$ cat config.mk
export PLATFORM = sky130hd
export DESIGN_NAME = mmu_access_ctrl
export DESIGN_NICKNAME = d
export VERILOG_FILES = /design/src/rtl/mmu_access_ctrl.sv
export SDC_FILE = /design/constraint.sdc
export NUM_CORES = 1
export LEC_CHECK = 0
export CORE_UTILIZATION = 40
export DETAILED_ROUTE_END_ITERATION = 12
export PLACE_DENSITY_LB_ADDON = 0.08
export SLEW_MARGIN = 25
export SYNTH_ARGS = -nofsm -noshare
export SYNTH_HDL_FRONTEND = slang
export SYNTH_SLANG_ARGS = --single-unit
export TNS_END_PERCENT = 100
$ cat constraint.sdc
create_clock -name clk -period 2 [get_ports clk]
set_input_delay 0.4 -clock clk [delete_from_list [all_inputs] [get_ports clk]]
set_output_delay 0.4 -clock clk [all_outputs]
set_load 0.03 [all_outputs]
$ cat src/rtl/mmu_access_ctrl.sv
// Two-phase MMU access sequencer.
// Optional PTE fetch (phase 0), then the translated access (phase 1).
// Checks PTE valid/writable bits and enforces a bounded memory-ack wait.
module mmu_access_ctrl #(
  parameter int AW      = 30,
  parameter int DW      = 32,
  parameter int TIMEOUT = 15
) (
  input  logic          clk,
  input  logic          rst_n,
  input  logic          req,
  input  logic          is_fetch,
  input  logic          wr,
  input  logic [DW-1:0] wdata,
  input  logic          mode,
  input  logic [AW-1:0] ma,
  output logic          phase,
  output logic          E,
  output logic [DW-1:0] mout,
  output logic          mem_req,
  output logic          mem_we,
  output logic [AW-1:0] mem_addr,
  output logic [DW-1:0] mem_wdata,
  input  logic [DW-1:0] mem_rdata,
  input  logic          mem_ack,
  output logic          busy,
  output logic          done,
  output logic [DW-1:0] rdata,
  output logic          pf,
  output logic          berr
);

  localparam int CW = $clog2(TIMEOUT + 1);

  typedef enum logic [2:0] {
    S_IDLE,
    S_PTE,
    S_ACC,
    S_DONE,
    S_FAULT,
    S_BERR
  } state_t;

  state_t          r_state;
  state_t          w_next;
  logic            r_fetch;
  logic            r_wr;
  logic            r_phase;
  logic            r_e;
  logic [DW-1:0]   r_wdata;
  logic [DW-1:0]   r_mout;
  logic [DW-1:0]   r_rdata;
  logic [CW-1:0]   r_cnt;
  logic            w_is_write;
  logic            w_pte_ok;
  logic            w_timeout;
  logic            w_in_mem;

  // A data write needs the writable bit; fetches and reads only need valid.
  assign w_is_write = r_wr & ~r_fetch;
  assign w_pte_ok   = mem_rdata[11] & ~(w_is_write & ~mem_rdata[10]);
  assign w_in_mem   = (r_state == S_PTE) || (r_state == S_ACC);
  // An ack arriving in the final allowed cycle still completes the access.
  assign w_timeout  = (r_cnt == CW'(TIMEOUT)) && !mem_ack;

  // State register; async reset abandons any access in flight.
  always_ff @(posedge clk or negedge rst_n) begin
    if (!rst_n) r_state <= S_IDLE;
    else        r_state <= w_next;
  end

  // Next-state decode.
  always_comb begin
    w_next = r_state;
    case (r_state)
      S_IDLE:  if (req) w_next = mode ? S_PTE : S_ACC;
      S_PTE: begin
        if (mem_ack)        w_next = w_pte_ok ? S_ACC : S_FAULT;
        else if (w_timeout) w_next = S_BERR;
      end
      S_ACC: begin
        if (mem_ack)        w_next = S_DONE;
        else if (w_timeout) w_next = S_BERR;
      end
      S_DONE:  w_next = S_IDLE;
      S_FAULT: w_next = S_IDLE;
      S_BERR:  w_next = S_IDLE;
      default: w_next = S_IDLE;
    endcase
  end

  // Wait counter: restarts on every entry into a memory phase, counts unacked cycles.
  always_ff @(posedge clk or negedge rst_n) begin
    if (!rst_n)                                     r_cnt <= '0;
    else if (w_next != r_state)                     r_cnt <= '0;
    else if (w_in_mem && !mem_ack && !w_timeout)    r_cnt <= r_cnt + 1'b1;
  end

  // Request capture, MMU phase/source select, PTE latch and read-data latch.
  always_ff @(posedge clk or negedge rst_n) begin
    if (!rst_n) begin
      r_fetch <= 1'b0;
      r_wr    <= 1'b0;
      r_wdata <= '0;
      r_phase <= 1'b0;
      r_e     <= 1'b0;
      r_mout  <= '0;
      r_rdata <= '0;
    end else begin
      case (r_state)
        S_IDLE: begin
          if (req) begin
            r_fetch <= is_fetch;
            r_wr    <= wr;
            r_wdata <= wdata;
            r_e     <= ~is_fetch;
            r_phase <= ~mode;
          end
        end
        S_PTE: begin
          if (mem_ack) begin
            r_mout <= mem_rdata;
            if (w_pte_ok) r_phase <= 1'b1;
          end
        end
        S_ACC: begin
          if (mem_ack && !w_is_write) r_rdata <= mem_rdata;
        end
        default: ;
      endcase
    end
  end

  assign phase     = r_phase;
  assign E         = r_e;
  assign mout      = r_mout;
  assign mem_req   = w_in_mem;
  assign mem_we    = (r_state == S_ACC) && w_is_write;
  assign mem_addr  = w_in_mem ? ma : '0;
  assign mem_wdata = r_wdata;
  assign busy      = (r_state != S_IDLE);
  assign done      = (r_state == S_DONE);
  assign pf        = (r_state == S_FAULT);
  assign berr      = (r_state == S_BERR);
  assign rdata     = r_rdata;

endmodule
* Word level (Yosys, flattened, before mapping) *
Index checks and enable logic that the tools add are counted.

word-level totals
  output and inout port bits = 134
  logic and storage cells = 59
  input port bits = 101
  flip-flop bits (word level) = 107

operators by class
  multiplexer cells = 14
  add/subtract/negate cells = 1
  bitwise gates (word level) = 8
  equal/unequal tests = 10
  reductions and logical operators = 17

operators by type and width
  operator               number
  $mux W30               1
  $mux W3                5
  $pmux W3 S3            1
  $mux W4                2
  $eq A3 B2 Y1 const B   2
  $eq A3 B3 Y1 const B   2
  $ne A2 B2 Y1 const B   3
  $reduce_and A2 Y1      3
  $logic_and A1 B1 Y1    5
  $not A1 Y1             5
  $add A4 B1 Y4 const B  1
  $eq A4 B4 Y1 const B   1
  $reduce_and A4 Y1      1
  $reduce_bool A2 Y1     2
  $and A1 B1 Y1          3
  $eq A3 B1 Y1 const B   1
  $logic_not A1 Y1       3
  $logic_not A3 Y1       1
  $mux W1                3
  $ne A3 B3 Y1           1
  $reduce_bool A3 Y1     1
  $mux W2                1
  $pmux W1 S2            1
  $logic_or A1 B1 Y1     1

* Logic depth before layout (Yosys ltp) *
  depth in word-level cells = 10
  mapped depth = 6
  depth with buffers taken out = 5

* Least setup slack after synthesis *
Ideal clock, no wire load.

  path kind = register -> output
  start point = register r_state[2]
  end point = output mem_we
  arrival = 1.737 ns
  stages on the path, launching flop included = 4
  data required time = 1.600 ns
  buffers on the path = 2
  slack = -0.137 ns
  path through = dfrtp_1 -> buf_2 -> clkbuf_1 -> nor4b_1

on the way
  cells in the longest elaborated chain, start to end = 2

ends and longest elaborated chain
  element                   RTL line  text
  start: declaration        44        state_t r_state;
  start signal: assignment  69        else r_state <= w_next;
  $eq A3 B2 Y1              138       assign mem_we = (r_state == S_ACC) && w_is_write;
  $logic_and A1 B1 Y1       138
  end: declaration          21        output logic mem_we,

No other way between the ends.

* Worst setup path after layout *
  start point = register r_state[0]
  end point = output mem_addr[28]

on the way
  cells in the longest elaborated chain, start to end = 3
  elaborated cells on any way between the ends = 4
  classes of those cells = 2 x eq/ne; 1 x mux; 1 x reduce/logical

ends and longest elaborated chain
  element                                       RTL line  text
  $eq A3 B1 Y1 or $eq A3 B2 Y1 (tied branches)  62        assign w_in_mem = (r_state == S_PTE) || (r_state == S_ACC);
  $logic_or A1 B1 Y1 *                          62
  $mux W30 *                                    139       assign mem_addr = w_in_mem ? ma : '0;
  end: declaration                              22        output logic [AW-1:0] mem_addr,

Mark *: on every way between the ends. The rest lies on a longest branch, timed or not.

==> run summary <==
Setup ws final = -0.00504 ns
Root buf cell = clkbuf_8
Dpl cells = 753
DR pass1 iterations = 4
Leak = 0.00331 uW
Synth warn = 0
Die height = 108 um
Routability cong. = 0.807
Fmax = 499 MHz
Worst EP arrival = 1.61 ns
Pin count of the biggest net entering global routing = 38
GR Util All Layers = 20.9%
Total grt overflow = 0
Final Hold Violating Endpoints = 0
H-Tree Depth = 3
Slew Limit Fails = 0
Layout Skew = 0.00765 ns
I/O pins = 235
Status = finished, violations left
Later-pin clock latency in the skew report = 0.37 ns
Reg clk slew, reported paths = 0.09 ns
Async S/R FF share, synth = 100%
Number of library cell types mapped by synthesis = 37
Top-count cell post-synth = nand2_1
CTS Sinks = 107
Post-synth top flop = dfrtp_1
Final setup fails = 1
CTS tree = built
EDFF count, synth = 0
Area share of the largest cell type after synthesis = 59.8%
Via count = 3,698
FF+latch count, synth = 107
Final Non-Filler Cells = 772
Synth Instances = 379
Failing checks = negative setup slack
CP endpoint kind = output pin
DRC = 0
Drt wl/cell = 15.7 um
Num CTS Buffers = 9
PwrDens = 1830 nW/um^2
Layout cells sized above 1 = 22.9%
Maximum VDD drop = 988 uV
Area Overhead vs Synth = 65.9%
Worst slew margin = 68.0%
DP Worst Slack = -0.0781 ns
Sequential fraction of the synthesis area = 59.8%
RSZ-0062 raised after global routing = true
Fin crit period = 2.01 ns
Total core area = 10,900 sq um
MaxCap Viol Count = 0
Vias in the first global route = 3,713
Fill cell count = 818
Routed Antenna Nets = 0
Row cnt = 38
Yosys top cell by area = dfrtp_1
Drt total wl = 12,200 um
Initial core utilization = 41.1%
Final core utilization = 68.2%
Port bufs = 234
Top post-synthesis cells by count = nand2_1 (108), dfrtp_1 (107), mux2_2 (61)
Vias per inst = 4.79
Fin crit share = 100%
Synth top area cells = dfrtp_1 (60%), mux2_2 (15%), nand2_1 (9.1%), and2_1 (4.5%), clkbuf_1 (0.84%)
Post-synthesis cell area = 4480 sq um
Syn nets = 481
Die footprint = 11,600 sq um
Hold crit path type = reg2reg
Chip Width = 108 um
Tightest Pin Transition = 0.481 ns
Worst EP required = 1.60 ns
Nets = 729
Crit-path max FO = 31
WS Path Type = reg2out
First-pass GRT wire length = 18,500 um
DPL Wire Length = 9020 um
DR iter-0 viols = 130
Initial antenna violation count = 0
Max clock buf depth = 2
Worst setup SP type = flop
Ant. Diodes = 0
Syn avg cell area = 11.8 sq um
logic make-up (layout without fill, tap and decap cells):
| group | Yosys count | after routing | synth area share (%) |
|---|---|---|---|
| flops | 107 | 107 | 59.8 |
| mux | 65 | 65 | 16.3 |
| simple gates | 166 | 166 | 17.6 |
| compound gates | 14 | 14 | 2.68 |
| fa+ha+maj | 1 | 1 | 0.280 |
| buf+inv | 22 | 275 | 2.49 |
| xor+xnor | 4 | 4 | 0.783 |
critical path: stages, from the launching register on:
cell and delay [ns]:
dfrtp_2 0.47, xnor2_4 0.17, nor2_4 0.12, buf_12 0.16
and2_1 0.17, buf_6 0.14
sequential cells by signal (all words and copies together) (netlist names), 3 cells and up:
signal	flops
r_state	3
r_cnt	4
rdata	32
mout	32
mem_wdata	32
metrics by stage:
step                      area (sq um)  hold slack [ns]  total power, uW  setup TNS, ns
final                             7430            0.484            13600       -0.00504
after floorplan                   4480            0.104             8370              0
after global routing              7430            0.508            14300          -2.19
after detailed placement          7050            0.393            11900         -0.271
after CTS                         7290            0.489            13400          -3.42
after global placement            7050            0.386            11800        -0.0261
cells in the final DEF (no fill, tap or decap), types with 2 or more instances in the layout:
| cell | n |
|---|---|
| inv_1 | 2 |
| clkinv_4 | 2 |
| xnor2_1 | 3 |
| nor2_1 | 3 |
| mux2_1 | 3 |
| nor2b_1 | 3 |
| bufinv_16 | 2 |
| nand3_1 | 2 |
| dlygate4sd2_1 | 2 |
| nor3_1 | 7 |
| buf_12 | 7 |
| buf_4 | 20 |
| dfrtp_2 | 2 |
| mux2_2 | 61 |
| and2_1 | 30 |
| clkbuf_8 | 9 |
| buf_6 | 29 |
| a41oi_1 | 2 |
| and2_4 | 2 |
| o21ai_0 | 2 |
| nand2_1 | 108 |
| dfrtp_1 | 105 |
| clkdlybuf4s50_1 | 197 |
| a22oi_1 | 2 |
report_power, final:
group	internal, uW	switching [uW]	leakage (uW)	total (uW)
sequential	3210	567	0.00130	3780
clock	708	728	0.000106	1440
combinational	3780	4620	0.00191	8400
total	7700	5920	0.00331	13600
path summary, 6_finish.rpt:
path	start	endpoint	slack, ns	cells after the start
worst max-delay path	r_state[0]	mem_addr[28]	-0.005	5
worst min-delay path	mem_wdata[29]	mem_wdata[29]	0.48	2
worst max register to register	r_cnt[0]	r_cnt[3]	0.15	5
worst min register to register	mem_wdata[29]	mem_wdata[29]	0.48	2
max in group asynchronous	rst_n	r_state[0]	0.86	3
min in group asynchronous	rst_n	mout[2]	0.55	2
layer usage:
layer / share of wire, % / track usage (%) / vias to the layer above
li1: - / - / 1745
met1: 37 / 22.2 / 1772
met2: 52 / 37.6 / 162
met3: 9.2 / 7.51 / 19
met4: 1.9 / 7.93 / 0
met5: 0 / 0 / -
final cells by class:
type	count	area (sq um)	area share [%]
inverter	2	7.51	0.101
timing repair buffer	257	2620	35.3
clock inverter	6	90.1	1.21
clock buffer	10	128	1.72
sequential	107	2680	36.1
tap	140	175	2.36
multi-input combinational	250	1730	23.2
what timing repair did:
action,in CTS,in global routing
setup buffers,0,2
endpoints found under the setup margin,35,34
endpoints found under the hold margin,33,0
pin swaps,1,2
hold buffers,1,0
gates resized for setup,7,36
Power figures use the tool's default switching activity.
